$ cat config.mk
export PLATFORM = sky130hd
export DESIGN_NAME = music_fragment_stitcher
export DESIGN_NICKNAME = d
export VERILOG_FILES = /design/src/rtl/music_fragment_stitcher.sv
export SDC_FILE = /design/constraint.sdc
export NUM_CORES = 1
export LEC_CHECK = 0
export ABC_AREA = 1
export BUFFER_PORTS_ARGS = -buffer_cell sky130_fd_sc_hd__buf_2
export CAP_MARGIN = 10
export CORE_UTILIZATION = 53
export CTS_BUF_LIST = sky130_fd_sc_hd__clkbuf_8
export DETAILED_ROUTE_END_ITERATION = 10
export PLACE_DENSITY_LB_ADDON = 0.2
export REMOVE_ABC_BUFFERS = 1
export SYNTH_ARGS = -nofsm -noshare
export SYNTH_HDL_FRONTEND = slang
export SYNTH_SLANG_ARGS = --single-unit
$ cat constraint.sdc
create_clock -name clk -period 3.7 [get_ports clk]
set_input_delay 0.37 -clock clk [delete_from_list [all_inputs] [get_ports clk]]
set_output_delay 0.37 -clock clk [all_outputs]
set_load 0.02 [all_outputs]
$ cat src/rtl/music_fragment_stitcher.sv
`default_nettype none
// +---------------------------------------------------------------------------+
// | music_fragment_stitcher                                                   |
// | Trims glue notes from each generated fragment and concatenates the kept   |
// | notes into one capped output song stream.                                 |
// | Revision: 1.0                                                             |
// +---------------------------------------------------------------------------+
module music_fragment_stitcher #(
   parameter int SONG_DIM        = 4,
   parameter int BIT_LEN         = 8,
   parameter int DEG_FRAG_DECOMP = 4,
   parameter int SONG_OUTPUT_LEN = 256
) (
   input  logic                                 clk,
   input  logic                                 rst,
   input  logic                                 start,
   input  logic                                 hdr_valid,
   output logic                                 hdr_ready,
   input  logic [BIT_LEN-1:0]                   hdr_len,
   input  logic [BIT_LEN-1:0]                   hdr_glue_start,
   input  logic [BIT_LEN-1:0]                   hdr_glue_end,
   input  logic                                 note_in_valid,
   output logic                                 note_in_ready,
   input  logic [SONG_DIM*BIT_LEN-1:0]          note_in,
   output logic                                 note_out_valid,
   input  logic                                 note_out_ready,
   output logic [SONG_DIM*BIT_LEN-1:0]          note_out,
   output logic                                 note_out_last,
   output logic                                 song_done,
   output logic [$clog2(SONG_OUTPUT_LEN+1)-1:0] out_count,
   output logic                                 err_glue
);

   localparam int c_noteW = SONG_DIM * BIT_LEN;
   localparam int c_cntW  = $clog2(SONG_OUTPUT_LEN + 1);
   localparam int c_idxW  = $clog2(DEG_FRAG_DECOMP + 1);
   localparam int c_extW  = BIT_LEN + 1;
   localparam logic [c_cntW-1:0] c_maxNotes = c_cntW'(SONG_OUTPUT_LEN);
   localparam logic [c_idxW-1:0] c_lastFrag = c_idxW'(DEG_FRAG_DECOMP);

   typedef enum logic [2:0] {
      S_IDLE = 3'd0,
      S_HDR  = 3'd1,
      S_BODY = 3'd2,
      S_NEXT = 3'd3,
      S_DONE = 3'd4
   } state_t;

   state_t              r_state;
   logic [BIT_LEN-1:0]  r_len;
   logic [BIT_LEN-1:0]  r_glueStart;
   logic [BIT_LEN-1:0]  r_glueEnd;
   logic [BIT_LEN-1:0]  r_pos;
   logic                r_dropAll;
   logic [c_idxW-1:0]   r_fragIdx;
   logic [c_cntW-1:0]   r_outCount;
   logic [c_noteW-1:0]  r_noteOut;
   logic                r_noteOutValid;
   logic                r_noteOutLast;
   logic                r_songDone;
   logic                r_errGlue;

   logic [c_extW-1:0]   w_posExt;
   logic [c_extW-1:0]   w_glueSum;
   logic                w_inWindow;
   logic                w_capHit;
   logic                w_keep;
   logic                w_lastPos;
   logic                w_lastKept;
   logic                w_finalNote;
   logic                w_outFire;
   logic                w_inReady;
   logic                w_inFire;
   logic                w_hdrFire;

   // All glue arithmetic is one bit wider than the fields so sums never wrap.
   assign w_posExt    = {1'b0, r_pos};
   assign w_glueSum   = {1'b0, hdr_glue_start} + {1'b0, hdr_glue_end};
   assign w_inWindow  = (w_posExt >= {1'b0, r_glueStart}) &&
                        ((w_posExt + {1'b0, r_glueEnd}) < {1'b0, r_len});
   assign w_capHit    = (r_outCount == c_maxNotes);
   assign w_keep      = (r_state == S_BODY) && !r_dropAll && w_inWindow && !w_capHit;
   assign w_lastPos   = ((w_posExt + c_extW'(1)) == {1'b0, r_len});
   assign w_lastKept  = ((w_posExt + {1'b0, r_glueEnd} + c_extW'(1)) == {1'b0, r_len});
   assign w_finalNote = ((r_outCount + c_cntW'(1)) == c_maxNotes) ||
                        ((r_fragIdx == c_lastFrag) && w_lastKept);

   assign w_outFire = r_noteOutValid && note_out_ready;
   assign w_inReady = (r_state == S_BODY) && (!w_keep || !r_noteOutValid || note_out_ready);
   assign w_inFire  = note_in_valid && w_inReady;
   assign w_hdrFire = hdr_valid && (r_state == S_HDR);

   always_ff @(posedge clk or posedge rst) begin
      if (rst) begin
         r_state        <= S_IDLE;
         r_len          <= '0;
         r_glueStart    <= '0;
         r_glueEnd      <= '0;
         r_pos          <= '0;
         r_dropAll      <= 1'b0;
         r_fragIdx      <= '0;
         r_outCount     <= '0;
         r_noteOut      <= '0;
         r_noteOutValid <= 1'b0;
         r_noteOutLast  <= 1'b0;
         r_songDone     <= 1'b0;
         r_errGlue      <= 1'b0;
      end else begin
         r_errGlue <= 1'b0;
         // The output register drains in every state; a new load below overrides.
         if (w_outFire) begin
            r_noteOutValid <= 1'b0;
            r_noteOutLast  <= 1'b0;
         end

         case (r_state)
            S_IDLE: begin
               if (start) begin
                  r_state    <= S_HDR;
                  r_outCount <= '0;
                  r_fragIdx  <= '0;
                  r_songDone <= 1'b0;
               end
            end

            S_HDR: begin
               if (w_hdrFire) begin
                  r_len       <= hdr_len;
                  r_glueStart <= hdr_glue_start;
                  r_glueEnd   <= hdr_glue_end;
                  r_dropAll   <= (w_glueSum > {1'b0, hdr_len});
                  r_errGlue   <= (w_glueSum > {1'b0, hdr_len});
                  r_pos       <= '0;
                  r_fragIdx   <= r_fragIdx + c_idxW'(1);
                  r_state     <= (hdr_len == '0) ? S_NEXT : S_BODY;
               end
            end

            S_BODY: begin
               if (w_inFire) begin
                  if (w_keep) begin
                     r_noteOut      <= note_in;
                     r_noteOutValid <= 1'b1;
                     r_noteOutLast  <= w_finalNote;
                     r_outCount     <= r_outCount + c_cntW'(1);
                  end
                  r_pos <= r_pos + BIT_LEN'(1);
                  if (w_lastPos) begin
                     r_state <= S_NEXT;
                  end
               end
            end

            S_NEXT: begin
               if ((r_fragIdx == c_lastFrag) || w_capHit) begin
                  r_state <= S_DONE;
               end else begin
                  r_state <= S_HDR;
               end
            end

            S_DONE: begin
               if (start) begin
                  r_state    <= S_HDR;
                  r_outCount <= '0;
                  r_fragIdx  <= '0;
                  r_songDone <= 1'b0;
               end else begin
                  // Completion is flagged only once the final note has left the register.
                  r_songDone <= !r_noteOutValid || w_outFire;
               end
            end

            default: r_state <= S_IDLE;
         endcase
      end
   end

   assign hdr_ready      = (r_state == S_HDR);
   assign note_in_ready  = w_inReady;
   assign note_out_valid = r_noteOutValid;
   assign note_out       = r_noteOut;
   assign note_out_last  = r_noteOutLast;
   assign song_done      = r_songDone;
   assign out_count      = r_outCount;
   assign err_glue       = r_errGlue;

endmodule
`default_nettype wire

==> impl_metrics.csv, run 1 <==
group,metric,value,unit
placed_design,dp.cells,965,
setup_path,cp-end-kind,"primary output",
cells_and_area,fin_util,0.6379,
setup_path,reg2reg_from,"r_pos[3]",
synthesis,syn_inst,734,
clock_tree,clock_latency,0.36,ns
timing,rsz0062_at_grt,"no",
global_route,grt_first_pass_wirelength,21.49,mm
cells_and_area,nets,955,
synthesis,syn_area,0.005426,sq mm
synthesis,avgSynthCellArea,7.393,sq um
cells_and_area,multi_input_area,0.002875,sq mm
drt,drt_drc_violations_left,0,
floorplan,dieArea,0.01065,sq mm
timing,max_freq,285.5,MHz
job,cap_violations,0,
global_route,grt_overflow_total,0,
drt,firstDrtPassIters,5,
drt,avgRoutedWirePerCell,13.36,microns
placed_design,place_ws,0.2985,ns
floorplan,die_w,103.2,microns
hold_path,whs_endpoint,"note_out[21]",
global_route,grt_max_degree,62,
timing,slew_viol_final,0,
cells_and_area,antenna_cells,0,
synthesis,yosysSeqAreaShare,0.3874,
synthesis,synth-seq-cells,84,
status,outcome,"completed",
placed_design,hpwl,10.24,mm
clock_tree,cts_tree,"yes",
pwr,p_leak,3.645,nW
placed_design,gp_congestion,0.8589,
synthesis,synth_area_leaders,"dfrtp_1, nand2_1, ha_1",
cells_and_area,fin_cells,983,
timing,min_period,3.503,ns
timing,hold_viol_final,0,
setup_path,r2r_cells,18,
setup_path,reg2reg_setup_slack,0.43,ns
timing,skew,0.01551,ns
clock_tree,cts_hold_buf,0,
drt,antenna_left,0,
floorplan,core_area,0.009864,sq mm
global_route,antenna_found_initial,0,
drt,vias,5079,
timing,post-route-worst-setup-slack,0.1970,ns
synthesis,synth.distinct_cells,38,
clock_tree,cts.path.max_buffers,2,
placed_design,port_buffers,108,
clock_tree,cts.sinks,84,
setup_path,rr_endpoint,"note_out[4]",
floorplan,rows,36,
timing,setup_viol,0,
timing,max-slew-margin-rel,0.2859,
drt,vias_per_cell,5.167,
floorplan,io_pins,109,
setup_path,cp.arrival,3.13,ns
clock_tree,cts-htree-levels,3,
cells_and_area,area_growth,15.96,%
setup_path,cp.required,3.33,ns
cells_and_area,drive_gt1_frac,0.1800,
timing,worst_pin_slew,1.071,ns
global_route,grt_pass1_vias,4775,
cells_and_area,nFillCells,876,
hold_path,worstHoldPathCells,3,
floorplan,fp.dieH,103.2,microns
cells_and_area,seq_area,0.002103,sq mm
drt,wl,13.13,mm
hold_path,min_from,"note_in[21]",
synthesis,yosys_warnings,0,
synthesis,yosys.area.top_type_share,0.3874,
clock_tree,clkTransAtPathRegs,0.10,ns
synthesis,synth_top_cell_by_area,"dfrtp_1",
hold_path,hp-class,"input port to register",
clock_tree,clockRootBuffer,"clkbuf_8",
drt,drtIter0Drc,419,
pwr,p_per_area,624.5,mW/mm^2
pwr,peakVddDrop,0.0002767,V
setup_path,path_max_fanout,8,
setup_path,critPathKind,"register to primary output",
floorplan,start_util,0.5501,
clock_tree,cts_buffers,9,
global_route,track_usage,0.2625,
timing,timing.final.crit_share,0.9468,
setup_path,critPathLaunchType,"register",
timing,setup_tns,0,ns
==> layout by cell type (no fill, tap or decap), drive strengths merged, types with 4 or more instances in the layout <==
| cell type | count |
|---|---|
| nor2 | 43 |
| or2 | 6 |
| nand3 | 56 |
| clkbuf | 9 |
| nand4 | 10 |
| ha | 46 |
| nor3 | 4 |
| dfrtp | 84 |
| nand2 | 268 |
| clkinv | 7 |
| buf | 114 |
| inv | 97 |
| o21ai | 44 |
| xnor2 | 4 |
| xor2 | 17 |
| a21oi | 23 |
==> critical path: stages (launching register included) <==
cell     delay (ns)
dfrtp_1        0.48
ha_1           0.43
a21oi_1        0.28
nand2_1        0.11
nand2_1        0.07
nand2_1        0.08
ha_1           0.31
nand2_1        0.05
inv_1          0.06
nand3_1        0.08
nand2_1        0.07
nor2_1         0.05
o21ai_2        0.12
nand2_1        0.08
and3_4         0.17
a21oi_1        0.15
buf_4          0.17
==> worst max-delay path by stage <==
stage,startpoint,to,slack [ns]
2_1_floorplan,r_pos[0],note_out_last,0.48
3_3_place_gp,r_pos[0],note_out_last,0.44
3_5_place_dp,r_pos[0],note_out_last,0.30
4_1_cts,r_pos[0],note_in_ready,0.0008
5_1_grt,r_pos[0],note_in_ready,0.03
6_report,r_pos[3],note_in_ready,0.20
==> flip-flops by register name, indices dropped and copies added (netlist names) <==
register and flops:
out_count 9, r_pos 8, err_glue 1, r_dropAll 1
note_out 32, r_state 3, r_glueEnd 8, r_glueStart 8
note_out_last 1, note_out_valid 1, r_len 8, song_done 1
r_fragIdx 3
==> cells by family (layout without fill, tap and decap cells) <==
kind of cell,count (synthesis),count (layout),synth area share
AOI/OAI and AO/OA,77,77,0.07655
xor gates and xnor gates,21,21,0.03389
DFF,84,84,0.3874
buffers and inverters,113,229,0.08485
adders and majority gates,48,48,0.1134
and+or+nand+nor,391,391,0.3039
==> power breakdown <==
part / switching, mW / internal, mW
registers: 0.192 / 1.17
clock network: 0.365 / 0.253
logic: 1.27 / 0.676
total: 1.83 / 2.10
==> repair_timing <==
item / in CTS / in global routing
buffers inserted: 0 / 2
hold endpoints to repair: 0 / 0
resized for setup: 0 / 6
setup endpoints to repair: 0 / 44
==> cell usage after synthesis, drive strengths merged <==
library cell	number
ha	46
nor3	4
nor4	1
xor2	17
a21oi	23
clkbuf	5
a21boi	1
dfrtp	84
fa	2
a31o	1
or2	6
nor2	43
o21ai	44
xnor2	4
a311oi	1
nand2	268
a21o	1
o32ai	1
inv	97
and3b	1
o2111ai	1
o31ai	1
o21bai	2
nor3b	1
clkinv	2
nand3	56
buf	9
a211oi	1
and3	1
nand4	10
==> through the flow <==
step / instance area [sq um] / hold WS, ns / power, mW
after floorplan: 5338 / 0.4483 / 2.718
after global placement: 6078 / 0.4575 / 3.191
after detailed placement: 6078 / 0.4633 / 3.275
after CTS: 6265 / 0.1800 / 3.902
after global routing: 6292 / 0.1804 / 4.300
final: 6292 / 0.1917 / 3.929
==> layout make-up <==
| type | instances | area share |
|---|---|---|
| Multi-Input combinational cell | 537 | 0.4570 |
| Timing Repair Buffer | 114 | 0.09346 |
| Sequential cell | 84 | 0.3343 |
| Inverter | 99 | 0.05926 |
| Clock inverter | 7 | 0.009942 |
| Clock buffer | 9 | 0.01969 |
| Tap cell | 133 | 0.02645 |
==> routing by layer <==
metal / part of all wire / GRT usage / vias up
li1: - / - / 2550
met1: 0.46 / 0.3523 / 2356
met2: 0.47 / 0.4282 / 154
met3: 0.053 / 0.04772 / 19
met4: 0.017 / 0.09317 / 0
met5: 0 / 0 / -
No activity file was read; power rests on OpenSTA's default activity.
==> inputs of run 2 (changes only) <==
--- a/config.mk
+++ b/config.mk
@@ -11,6 +11,7 @@
 export CORE_UTILIZATION = 53
 export CTS_BUF_LIST = sky130_fd_sc_hd__clkbuf_8
 export DETAILED_ROUTE_END_ITERATION = 10
+export MAX_ROUTING_LAYER = met4
 export PLACE_DENSITY_LB_ADDON = 0.2
 export REMOVE_ABC_BUFFERS = 1
 export SYNTH_ARGS = -nofsm -noshare
==> run 2 against run 1 <==
Core utilization grew 0.29 points. Clock skew up 0.0038 ns. Register-to-register slack improved by 0.02 ns. Global-route usage increased by 0.79 points. Highest routed layer unchanged. Setup slack better by 0.056 ns. Total power up 1.2%. Worst hold slack worse by 0.012 ns.
==> impl_metrics.csv, run 2 (same netlist as run 1, synthesis figures left out) <==
group,metric,value,unit
cells_and_area,area_growth,16.49,%
setup_path,path_buf_inv,4,
timing,max_freq,290.1,MHz
setup_path,reg2reg_setup_slack,0.45,ns
pwr,p_leak,3.649,nW
cells_and_area,fin_cells,984,
drt,avgRoutedWirePerCell,13.48,microns
hold_path,hp-class,"input port to register",
timing,setup_viol,0,
floorplan,dieArea,0.01065,sq mm
placed_design,place_ws,0.3084,ns
cells_and_area,mostFrequentLayoutCell,"nand2_1",
drt,wl,13.26,mm
drt,drt_drc_violations_left,0,
setup_path,cp.arrival,3.08,ns
clock_tree,cts_tree,"yes",
clock_tree,cts_buffers,9,
setup_path,critPathKind,"register to primary output",
clock_tree,clock_latency,0.37,ns
setup_path,critPathLaunchType,"register",
timing,worst_pin_slew,1.044,ns
clock_tree,cts-htree-levels,3,
setup_path,reg2reg_from,"r_pos[0]",
pwr,p_per_area,629.2,mW/mm^2
setup_path,slowest_stage,"dfrtp_2",
setup_path,crit_chain,"ha_2, inv_1, fa_2, inv_2, nand3_1, nand3_1, nand2_1, ha_1, nand2_1, inv_1, o21ai_0, nand2_1, nor2_1, o21ai_1, nand2_1, and3_4, a21oi_4, buf_6",
job,cap_violations,0,
timing,slew_viol_final,0,
global_route,grt_pass1_vias,4705,
drt,vias_per_cell,5.135,
timing,timing.final.crit_share,0.9317,
clock_tree,clkTransAtPathRegs,0.10,ns
clock_tree,cts.path.max_buffers,2,
cells_and_area,antenna_cells,0,
setup_path,slowest_delay,0.41,ns
drt,antenna_left,0,
floorplan,rows,36,
pwr,total_power,3.978,mW
placed_design,port_buffers,108,
drt,firstDrtPassIters,5,
pwr,seqPwrFrac,0.344,
status,outcome,"completed",
setup_path,rr_endpoint,"note_out_last",
floorplan,io_pins,109,
timing,post-route-worst-setup-slack,0.2526,ns
pwr,peakVddDrop,0.0002735,V
hold_path,whs_endpoint,"note_out[21]",
global_route,grt_overflow_total,0,
global_route,antenna_found_initial,0,
placed_design,dp.cells,965,
floorplan,start_util,0.5501,
pwr,power_switching,1.861,mW
floorplan,die_w,103.2,microns
placed_design,gp_congestion,0.8634,
clock_tree,cts.sinks,84,
floorplan,fp.dieH,103.2,microns
pwr,power.share.combinational,0.493,
setup_path,crit_top_cell,"nand2_1",
drt,drtIter0Drc,240,
pwr,p_int,2.116,mW
setup_path,crit_family,"adder cells",
clock_tree,clockRootBuffer,"clkbuf_8",
cells_and_area,nets,956,
pwr,switching_share,0.4679,
cells_and_area,drive_gt1_frac,0.1845,
timing,hold_viol_final,0,
global_route,grt_max_degree,62,
pwr,power_frac_clock,0.162,
hold_path,min_from,"note_in[21]",
timing,skew,0.01926,ns
timing,max-slew-margin-rel,0.3029,
cells_and_area,largest_reg_flops,32,
global_route,grt_first_pass_wirelength,21.38,mm
global_route,track_usage,0.2703,
hold_path,worstHoldPathCells,3,
setup_path,cp-end-kind,"primary output",
drt,vias,5053,
setup_path,cp.required,3.33,ns
placed_design,hpwl,10.28,mm
timing,holdWs,0.1801,ns
floorplan,core_area,0.009864,sq mm
setup_path,path_max_fanout,4,
setup_path,r2r_cells,21,
cells_and_area,final_cell_mix,"nand2_1, buf_2, inv_1",
timing,setup_tns,0,ns
timing,min_period,3.447,ns
[run 2: changes by cell type in the layout (fill, tap and decap cells not counted), sizes merged]
cell,delta
inv,+2
clkinv,-2
buf,+1
[run 2: what timing repair did]
item,in CTS,in global routing
setup buffers,0,3
hold buffers,0,0
resized for setup,0,10
setup endpoints to repair,0,43
[run 2: per-stage QoR]
stage / util / instance area, sq um
4_1_cts: 0.6357 / 6271
3_3_place_gp: 0.6162 / 6078
3_5_place_dp: 0.6162 / 6078
2_1_floorplan: - / 5338
6_report: 0.6408 / 6321
5_1_grt: 0.6408 / 6321
[run 2: layout make-up]
type	count	area (sq um)
Clock buffer	9	123.9
Clock inverter	7	68.82
Timing Repair Buffer	115	599.3
Inverter	99	372.9
Sequential cell	84	2103
Tap cell	133	166.4
Fill cell	870	3543
Multi-Input combinational cell	537	2887
[run 2: worst max-delay path by stage]
stage	start	end	slack (ns)	depth (start not counted)
after detailed placement	r_pos[0]	note_out[29]	0.31	21
after global placement	r_pos[0]	note_out_last	0.43	21
final	r_pos[0]	note_in_ready	0.25	18
after CTS	r_pos[0]	note_in_ready	0.003	18
after floorplan	r_pos[0]	note_out_last	0.48	21
after global routing	r_pos[0]	note_in_ready	-0.02	18
[run 2: worst register-to-register path: stages (launching register included)]
cell and delay [ns]:
dfrtp_2 0.41, ha_2 0.20, inv_1 0.06, fa_2 0.34, inv_2 0.08, nand3_1 0.11, nand3_1 0.11, nand2_1 0.10
ha_1 0.31, nand2_1 0.05, inv_1 0.06, o21ai_0 0.08, nand2_1 0.06, nor2_1 0.04, o21ai_1 0.16, nand2_1 0.10
and3_4 0.18, nand4_4 0.07, buf_4 0.25, buf_4 0.27, nand3_1 0.09, nand2_1 0.07
[run 2: power groups by stage]
stage / clock [mW] / sequential (mW) / combinational [mW]
after CTS: 0.659 / 1.37 / 1.91
after global placement: 0 / 1.37 / 1.82
final: 0.646 / 1.37 / 1.96
after global routing: 0.691 / 1.40 / 2.25
after floorplan: 0 / 1.44 / 1.28
after detailed placement: 0 / 1.38 / 1.90
[run 2: per-layer routing]
layer,global-route usage,vias to the layer above,part of all wire
met1,0.3499,2345,0.45
met4,0.09751,0,0.025
met5,-,-,0
met3,0.04772,19,0.049
li1,-,2559,-
met2,0.4277,130,0.48
==> inputs of run 3 (changes only) <==
--- a/config.mk
+++ b/config.mk
@@ -8,7 +8,9 @@
 export ABC_AREA = 1
 export BUFFER_PORTS_ARGS = -buffer_cell sky130_fd_sc_hd__buf_2
 export CAP_MARGIN = 10
-export CORE_UTILIZATION = 53
+export CELL_PAD_IN_SITES_DETAIL_PLACEMENT = 0
+export CELL_PAD_IN_SITES_GLOBAL_PLACEMENT = 1
+export CORE_UTILIZATION = 41
 export CTS_BUF_LIST = sky130_fd_sc_hd__clkbuf_8
 export DETAILED_ROUTE_END_ITERATION = 10
 export MAX_ROUTING_LAYER = met4
==> run 3 against run 2 <==
Global-route usage is 5.1 points lower. Combinational power shrank 2%. Non-clock buffer count grew 2. Via count is 2.5% lower. Critical endpoint unchanged. Die area up 29%. Final cell count increased by 4.0%. Clock power grew 2%. Sequential cell count did not move.
==> impl_metrics.csv, run 3 (same netlist as run 1, synthesis figures left out) <==
group,metric,value,unit
status,outcome,"completed",
cells_and_area,nets,958,
cells_and_area,antenna_cells,0,
timing,timing.final.crit_share,0.9369,
pwr,p_leak,3.661,nW
drt,vias_per_cell,4.816,
clock_tree,cts.sinks,84,
setup_path,crit_top_cell,"nand2_1",
setup_path,cp.required,3.33,ns
cells_and_area,fin_cells,1023,
timing,slew_viol_final,0,
drt,drtIter0Drc,274,
placed_design,port_buffers,108,
setup_path,critPathKind,"register to primary output",
clock_tree,clkTransAtPathRegs,0.09,ns
placed_design,dp.cells,1007,
clock_tree,clockRootBuffer,"clkbuf_8",
global_route,grt_first_pass_wirelength,22.06,mm
clock_tree,cts.path.max_buffers,2,
floorplan,die_w,117.0,microns
drt,vias,4927,
global_route,grt_overflow_total,0,
setup_path,cp-end-kind,"primary output",
timing,hold_viol_final,0,
clock_tree,cts_tree,"yes",
placed_design,hpwl,10.58,mm
setup_path,path_max_fanout,5,
job,cap_violations,0,
clock_tree,cts-htree-levels,3,
drt,antenna_left,0,
pwr,total_power,3.943,mW
timing,max-slew-margin-rel,0.6154,
drt,firstDrtPassIters,5,
placed_design,gp_congestion,0.8410,
cells_and_area,final_cell_mix,"nand2_1, buf_2, inv_1",
timing,worst_pin_slew,0.5768,ns
setup_path,crit_chain,"ha_2, inv_1, fa_1, inv_2, nand3_2, nand3_1, nand2_1, ha_1, nand2_1, inv_1, nand3_1, nand2_1, nor2_1, o21ai_1, nand2_1, and3_4, a21oi_2, buf_4",
global_route,track_usage,0.2189,
pwr,p_per_area,618.1,mW/mm^2
floorplan,io_pins,109,
pwr,peakVddDrop,0.0002481,V
clock_tree,clock_latency,0.37,ns
global_route,grt_pass1_vias,4514,
cells_and_area,mostFrequentLayoutCell,"nand2_1",
drt,avgRoutedWirePerCell,13.18,microns
floorplan,start_util,0.4248,
cells_and_area,largest_reg_flops,32,
setup_path,cp.arrival,3.10,ns
setup_path,slowest_stage,"dfrtp_2",
timing,max_freq,288.5,MHz
floorplan,core_area,0.01277,sq mm
timing,setup_viol,0,
cells_and_area,area_growth,17.55,%
floorplan,dieArea,0.01370,sq mm
clock_tree,cts_buffers,9,
drt,wl,13.49,mm
cells_and_area,drive_gt1_frac,0.1845,
global_route,antenna_found_initial,0,
hold_path,hp-class,"input port to register",
global_route,grt_max_degree,46,
setup_path,slowest_delay,0.41,ns
timing,skew,0.01163,ns
timing,min_period,3.467,ns
drt,drt_drc_violations_left,0,
setup_path,critPathLaunchType,"register",
floorplan,rows,41,
floorplan,fp.dieH,117.0,microns
run 3: per-layer routing:
layer  part of all wire  global-route usage  vias to the layer above  wire [microns]
met4              0.020             0.07595                        0             272
met5                  0                   -                        -               0
li1                   -                   -                     2554               -
met3              0.044             0.03399                       17             592
met2               0.43              0.3073                      118            5831
met1               0.50              0.3187                     2238            6791
run 3: final cells by class:
cell class              instances  area, sq um
well taps                     172        215.2
flip-flops and latches         84         2103
clock inverters                 4        51.30
multi-input cells             537         2885
fillers                      1263         6395
repair buffers                117        613.1
inverters                      99        372.9
clock buffers                  10        137.6
run 3: power by group:
part           total, mW  switching (mW)  internal [mW]  leakage, nW
clock network      0.657           0.334          0.323       0.0942
logic               1.92            1.24          0.676         2.45
registers           1.37           0.198           1.17         1.12
run 3: worst paths after layout:
path	from	to	slack, ns	cells after the start
hold / removal	note_in[29]	note_out[29]	0.19	3
setup reg to reg	r_pos[0]	note_out[3]	0.38	21
setup / recovery	r_pos[0]	note_in_ready	0.23	18
max in group asynchronous	rst	r_glueEnd[6]	2.31	4
hold reg to reg	note_out[23]	note_out[23]	0.48	2
min in group asynchronous	rst	note_out[30]	0.50	3
run 3: repair_timing:
item,in CTS,in global routing
endpoints found under the hold margin,17,0
hold buffers,1,0
gates resized for setup,0,9
endpoints found under the setup margin,0,42
setup buffers,0,1
run 3: worst max-delay path, delay by kind of cell (launching register included):
family	cells	cell delay [ns]
adders and majority gates	3	0.90
buffers and inverters	4	0.37
DFF	1	0.41
AOI/OAI and AO/OA	2	0.29
and+or+nand+nor	9	0.77
run 3: metrics by stage:
step	hold slack, ns	instance area, sq um	setup WS, ns	util	setup TNS, ns
finish	0.1919	6379	0.2334	0.4994	0
global route	0.1755	6379	-0.004173	0.4994	-0.004173
CTS	0.1786	6349	0.002478	0.4970	0
detailed placement	0.3507	6150	0.2166	0.4814	0
global placement	0.3437	6150	0.3601	0.4814	0
floorplan	0.4483	5338	0.4768	-	0
